## src/rtl/seq_det_pkg.sv

```systemverilog
// seq_det_pkg: state and status encodings shared by seq_det_ctrl and its testbench
package seq_det_pkg;
  typedef enum logic [1:0] {IDLE, ARM, RUN, DONE} state_t;
  localparam logic [1:0] ST_NONE   = 2'b00;
  localparam logic [1:0] ST_TARGET = 2'b01;
  localparam logic [1:0] ST_FRAME  = 2'b10;
  localparam logic [1:0] ST_CFGERR = 2'b11;
endpackage

```

## src/rtl/seq_match_core.sv

```systemverilog
// seq_match_core: bit history, fill count and masked pattern compare; hit reflects the post-shift history (SEQ_DET_CTRL_OVERLAP_EN keeps fill after a match); ports clk, rst, clear, shift, b, len, pattern -> hit
module seq_match_core #(
  parameter int PAT_W = 8,
  parameter int LEN_W = $clog2(PAT_W + 1)
) (
  input  logic             clk,
  input  logic             rst,
  input  logic             clear,
  input  logic             shift,
  input  logic             b,
  input  logic [LEN_W-1:0] len,
  input  logic [PAT_W-1:0] pattern,
  output logic             hit
);
  logic [PAT_W-1:0] hist, hist_n, mask;
  logic [LEN_W-1:0] fill, fill_n;
  always_comb begin
    hist_n = {hist[PAT_W-2:0], b};
    fill_n = fill >= len ? len : fill + LEN_W'(1);
    mask   = ~({PAT_W{1'b1}} << len);
    hit    = shift && fill_n >= len && ((hist_n ^ pattern) & mask) == '0;
  end
  always_ff @(posedge clk or posedge rst)
    if (rst) begin
      hist <= '0;
      fill <= '0;
    end else if (clear) begin
      hist <= '0;
      fill <= '0;
    end else if (shift) begin
      hist <= hist_n;
`ifdef SEQ_DET_CTRL_OVERLAP_EN
      fill <= fill_n;
`else
      fill <= hit ? '0 : fill_n;
`endif
    end
endmodule

```

## src/rtl/seq_det_ctrl.sv

```systemverilog
// seq_det_ctrl: configurable serial sequence detector with run control (macro SEQ_DET_CTRL_OVERLAP_EN selects overlapping detection); ports cfg_pattern/cfg_len/cfg_target/cfg_frame, start, x_valid/x/x_ready stream, busy, match, match_cnt, done, status
import seq_det_pkg::*;
module seq_det_ctrl #(
  parameter int PAT_W   = 8,
  parameter int CNT_W   = 8,
  parameter int FRAME_W = 16
) (
  input  logic                         clk,
  input  logic                         rst,
  input  logic [PAT_W-1:0]             cfg_pattern,
  input  logic [$clog2(PAT_W+1)-1:0]   cfg_len,
  input  logic [CNT_W-1:0]             cfg_target,
  input  logic [FRAME_W-1:0]           cfg_frame,
  input  logic                         start,
  input  logic                         x_valid,
  input  logic                         x,
  output logic                         x_ready,
  output logic                         busy,
  output logic                         match,
  output logic [CNT_W-1:0]             match_cnt,
  output logic                         done,
  output logic [1:0]                   status
);
  localparam int LEN_W = $clog2(PAT_W + 1);
  state_t state, state_n;
  logic [PAT_W-1:0] pat_r;
  logic [LEN_W-1:0] len_r;
  logic [CNT_W-1:0] tgt_r, cnt_n;
  logic [FRAME_W-1:0] frm_r, bit_cnt;
  logic hit, acc, cfg_bad, tgt_end, frm_end;
  assign x_ready = state == RUN;
  assign busy    = state != IDLE;
  assign done    = state == DONE;
  always_comb begin
    cfg_bad = cfg_len == '0 || cfg_len > LEN_W'(PAT_W) || cfg_target == '0;
    acc     = state == RUN && x_valid;
    cnt_n   = match_cnt + CNT_W'(acc && hit && match_cnt != '1);
    tgt_end = acc && hit && cnt_n == tgt_r;
    frm_end = acc && frm_r != '0 && bit_cnt + FRAME_W'(1) == frm_r;
    state_n = state == IDLE ? (start ? (cfg_bad ? DONE : ARM) : IDLE) :
              state == ARM  ? RUN :
              state == RUN  ? (tgt_end || frm_end ? DONE : RUN) : IDLE;
  end
  always_ff @(posedge clk or posedge rst)
    if (rst) begin
      state     <= IDLE;
      pat_r     <= '0;
      len_r     <= '0;
      tgt_r     <= '0;
      frm_r     <= '0;
      bit_cnt   <= '0;
      match     <= 1'b0;
      match_cnt <= '0;
      status    <= ST_NONE;
    end else begin
      state <= state_n;
      match <= acc && hit;
      if (state == IDLE && start) begin
        pat_r     <= cfg_pattern;
        len_r     <= cfg_len;
        tgt_r     <= cfg_target;
        frm_r     <= cfg_frame;
        match_cnt <= '0;
        status    <= cfg_bad ? ST_CFGERR : ST_NONE;
      end
      if (state == ARM) bit_cnt <= '0;
      if (acc) begin
        bit_cnt   <= bit_cnt + FRAME_W'(1);
        match_cnt <= cnt_n;
        status    <= tgt_end ? ST_TARGET : frm_end ? ST_FRAME : status;
      end
    end
  seq_match_core #(.PAT_W(PAT_W), .LEN_W(LEN_W)) u_core (
    .clk(clk), .rst(rst), .clear(state == ARM), .shift(acc), .b(x),
    .len(len_r), .pattern(pat_r), .hit(hit)
  );
endmodule

```

## config.mk

```make
export PLATFORM = sky130hd
export DESIGN_NAME = seq_det_ctrl
export DESIGN_NICKNAME = d
export VERILOG_FILES = /design/src/rtl/seq_det_pkg.sv /design/src/rtl/seq_match_core.sv /design/src/rtl/seq_det_ctrl.sv
export SDC_FILE = /design/constraint.sdc
export NUM_CORES = 1
export LEC_CHECK = 0
export CAP_MARGIN = 0
export CORE_MARGIN = 2
export CORE_UTILIZATION = 56
export DETAILED_ROUTE_END_ITERATION = 16
export PLACE_DENSITY = 0.8
export SKIP_CTS_REPAIR_TIMING = 1
export SLEW_MARGIN = 15
export SYNTH_ARGS = -nofsm -noshare
export SYNTH_HDL_FRONTEND = slang
export SYNTH_SLANG_ARGS = --single-unit
```

## constraint.sdc

```tcl
create_clock -name clk -period 5.15 [get_ports clk]
set_input_delay 0.515 -clock clk [delete_from_list [all_inputs] [get_ports clk]]
set_output_delay 0.515 -clock clk [all_outputs]
set_load 0.05 [all_outputs]
```

==> results.ini <==
[critical_path]
startpoint_type=flip-flop
max_stage_delay_ps=520
endpoint_kind=flip-flop
slowest_stage=or4_1
crit_chain=ha_1 > nand2b_1 > a21o_1 > a21o_1 > a21oi_4 > mux2i_1 > inv_1 > ha_1 > nand2b_1 > a21o_1 > a211oi_1 > a2111o_1 > a41oi_1 > ha_2 > ha_4 > nor3b_1 > o21ai_0 > o21ai_0 > a21oi_1 > or4_1 > o31a_1 > o21ai_2
crit_required_ps=5440
cp_common_cell=a21o_1
crit_arrival_ps=5170
critical_path_buf_inv_count=1
ff2ff_path_depth=22
cp_max_fo=9
path_delay_family=compound AO/OA/AOI/OAI gates
path_class=flip-flop to flip-flop
cp.depth=22

[timing]
fmax_mhz=205
fin_crit_ps=4890
setup_viol=0
hold_viol=0
slew_headroom=0.339
finClkSkew_ps=9.83
hold_ws_ps=530
worst_slew_pin_slew_ps=988
fin_crit_sh=0.949
timing.final.max_slew_violations=0
rsz0062_at_grt=false
worst_slack_ps=264

[logic_synthesis]
async_flop_share=1.00
yosysTopAreaCellShare=0.436
synth_edf_count=0
avgSynthCellArea_sq_um=9.98
ys_ff_latch=76
synthTopCellsByArea=dfrtp_1, mux2_2, ha_1, xnor2_1, o21ai_0
synth_cell_types=53
synth_cells=437
synth_nets=494
yosys_most_used_dff=dfrtp_1
synth_area_sq_um=4360
synth_area_leader_cell=dfrtp_1
yosys_warnings=0
ys_seq_area_frac=0.436

[clock_network]
cts_max_path_buffers=2
clock_latency_ps=360
cts_buffers=9
h-tree-depth=3
cts_tree=done
path_clk_slew_ps=90
cts.sinks=76
cts-root-buf=clkbuf_8

[floorplanning]
rows=32
die_w_um=92.3
dieArea_sq_um=8510
die-height_um=92.3
io_pins=55
start_util=0.571
core-area_sq_um=7650

[routing]
vias=3565
antenna_left=0
wl_mm=10.0
wl_per_cell_um=16.9
drt_iter0_drc=179
vias_per_cell=5.99
drt_pre_antenna_iters=5
drc=0

[placement]
hpwl_mm=7.10
gp_congestion=0.901
port_buffers=54
pre_cts_slack_ps=28.1

[global_route]
grt_overflow=0
grt_antenna_before_repair=0
grt_max_degree=46
gr-usage-all-layers=0.249
grt_pass1_wl_mm=16.9
grt_pass1_vias=3478

[pwr]
p_sw_w=0.00101
p_int_w=0.00163
ir_worst_vdd_v=0.000231
leakage_nw=2.23
swShare=0.383
clock_power_share=0.201
combPwrFrac=0.428
p_per_area_nw_per_um2=504
p_seq_frac=0.371

[worst_hold_path]
hp-class=flip-flop to flip-flop
min_delay_path_depth=1

[run_status]
status=completed

[flow_run]
cap_violations=0

[final_layout]
syn2layout_area_growth_pct=20.4
drive_gt1_frac=0.128
diodes=0
num-nets-final=545
most-common-layout-cells=dfrtp_1, clkdlybuf4s50_1, nand2_1, o21ai_0, mux2_2
final_common_cell=dfrtp_1

worst paths after layout:
| kind | end | slack (ps) | from |
|---|---|---|---|
| max in group asynchronous | u_core.fill[0] | 3490 | rst |
| min | tgt_r[3] | 530 | tgt_r[3] |
| min in group asynchronous | frm_r[3] | 680 | rst |
| max reg2reg | state[0] | 260 | len_r[0] |
| min reg2reg | tgt_r[3] | 530 | tgt_r[3] |
| max | state[0] | 260 | len_r[0] |
area by class of cell:
class,count,area (sq um)
timing repair buffer,58,571
multi-input combinational,330,2370
sequential,76,1900
clock inverter,6,95.1
fill,576,2390
clock buffer,10,138
tap,102,128
inverter,13,48.8
per-stage QoR:
step	std cells	instance area, sq um	TNS, ps	total power, W	util
final	595	5250	0	0.00264	0.687
after global routing	595	5250	0	0.00281	0.687
after CTS	595	5230	-95.7	0.00262	0.683
after detailed placement	579	4990	0	0.00208	0.653
after global placement	579	4990	0	0.00202	0.653
after floorplan	437	4360	0	0.00178	-
power groups by stage:
stage / Combinational (W) / Sequential, W / Clock (W)
6_report: 0.00113 / 0.000982 / 0.000532
5_1_grt: 0.00124 / 0.00101 / 0.000564
4_1_cts: 0.00111 / 0.000979 / 0.000534
3_5_place_dp: 0.00109 / 0.000988 / 0
3_3_place_gp: 0.00105 / 0.000979 / 0
2_1_floorplan: 0.000821 / 0.000958 / 0
cell families after synthesis:
logic type	Yosys count	share of synthesized area
xor+xnor	44	0.0978
flops	76	0.436
buf+inv	31	0.0270
compound gates	94	0.138
fa+ha+maj	16	0.0459
mux	37	0.0944
simple gates	139	0.161
synthesized netlist by cell type (all sizes together) (11+ instances only):
cell type and n:
nand3 11, clkbuf 16, xnor2 22, xor2 19, nor2 27, a21oi 15, dfrtp 76, nand2 45
o21ai 36, mux2 33, ha 16, inv 13
per-layer routing:
layer	track usage	wire [um]
met5	0	0
met4	0.0945	202
met3	0.0329	549
met2	0.417	5010
met1	0.331	4270
sequential cells by signal (all words and copies together) (netlist names):
signal	cells
frm_r	16
status	2
pat_r	8
u_core.hist	7
bit_cnt	16
match_cnt	8
match	1
state	2
len_r	4
u_core.fill	4
tgt_r	8
Note: power is estimated with default switching activity, not from simulation.
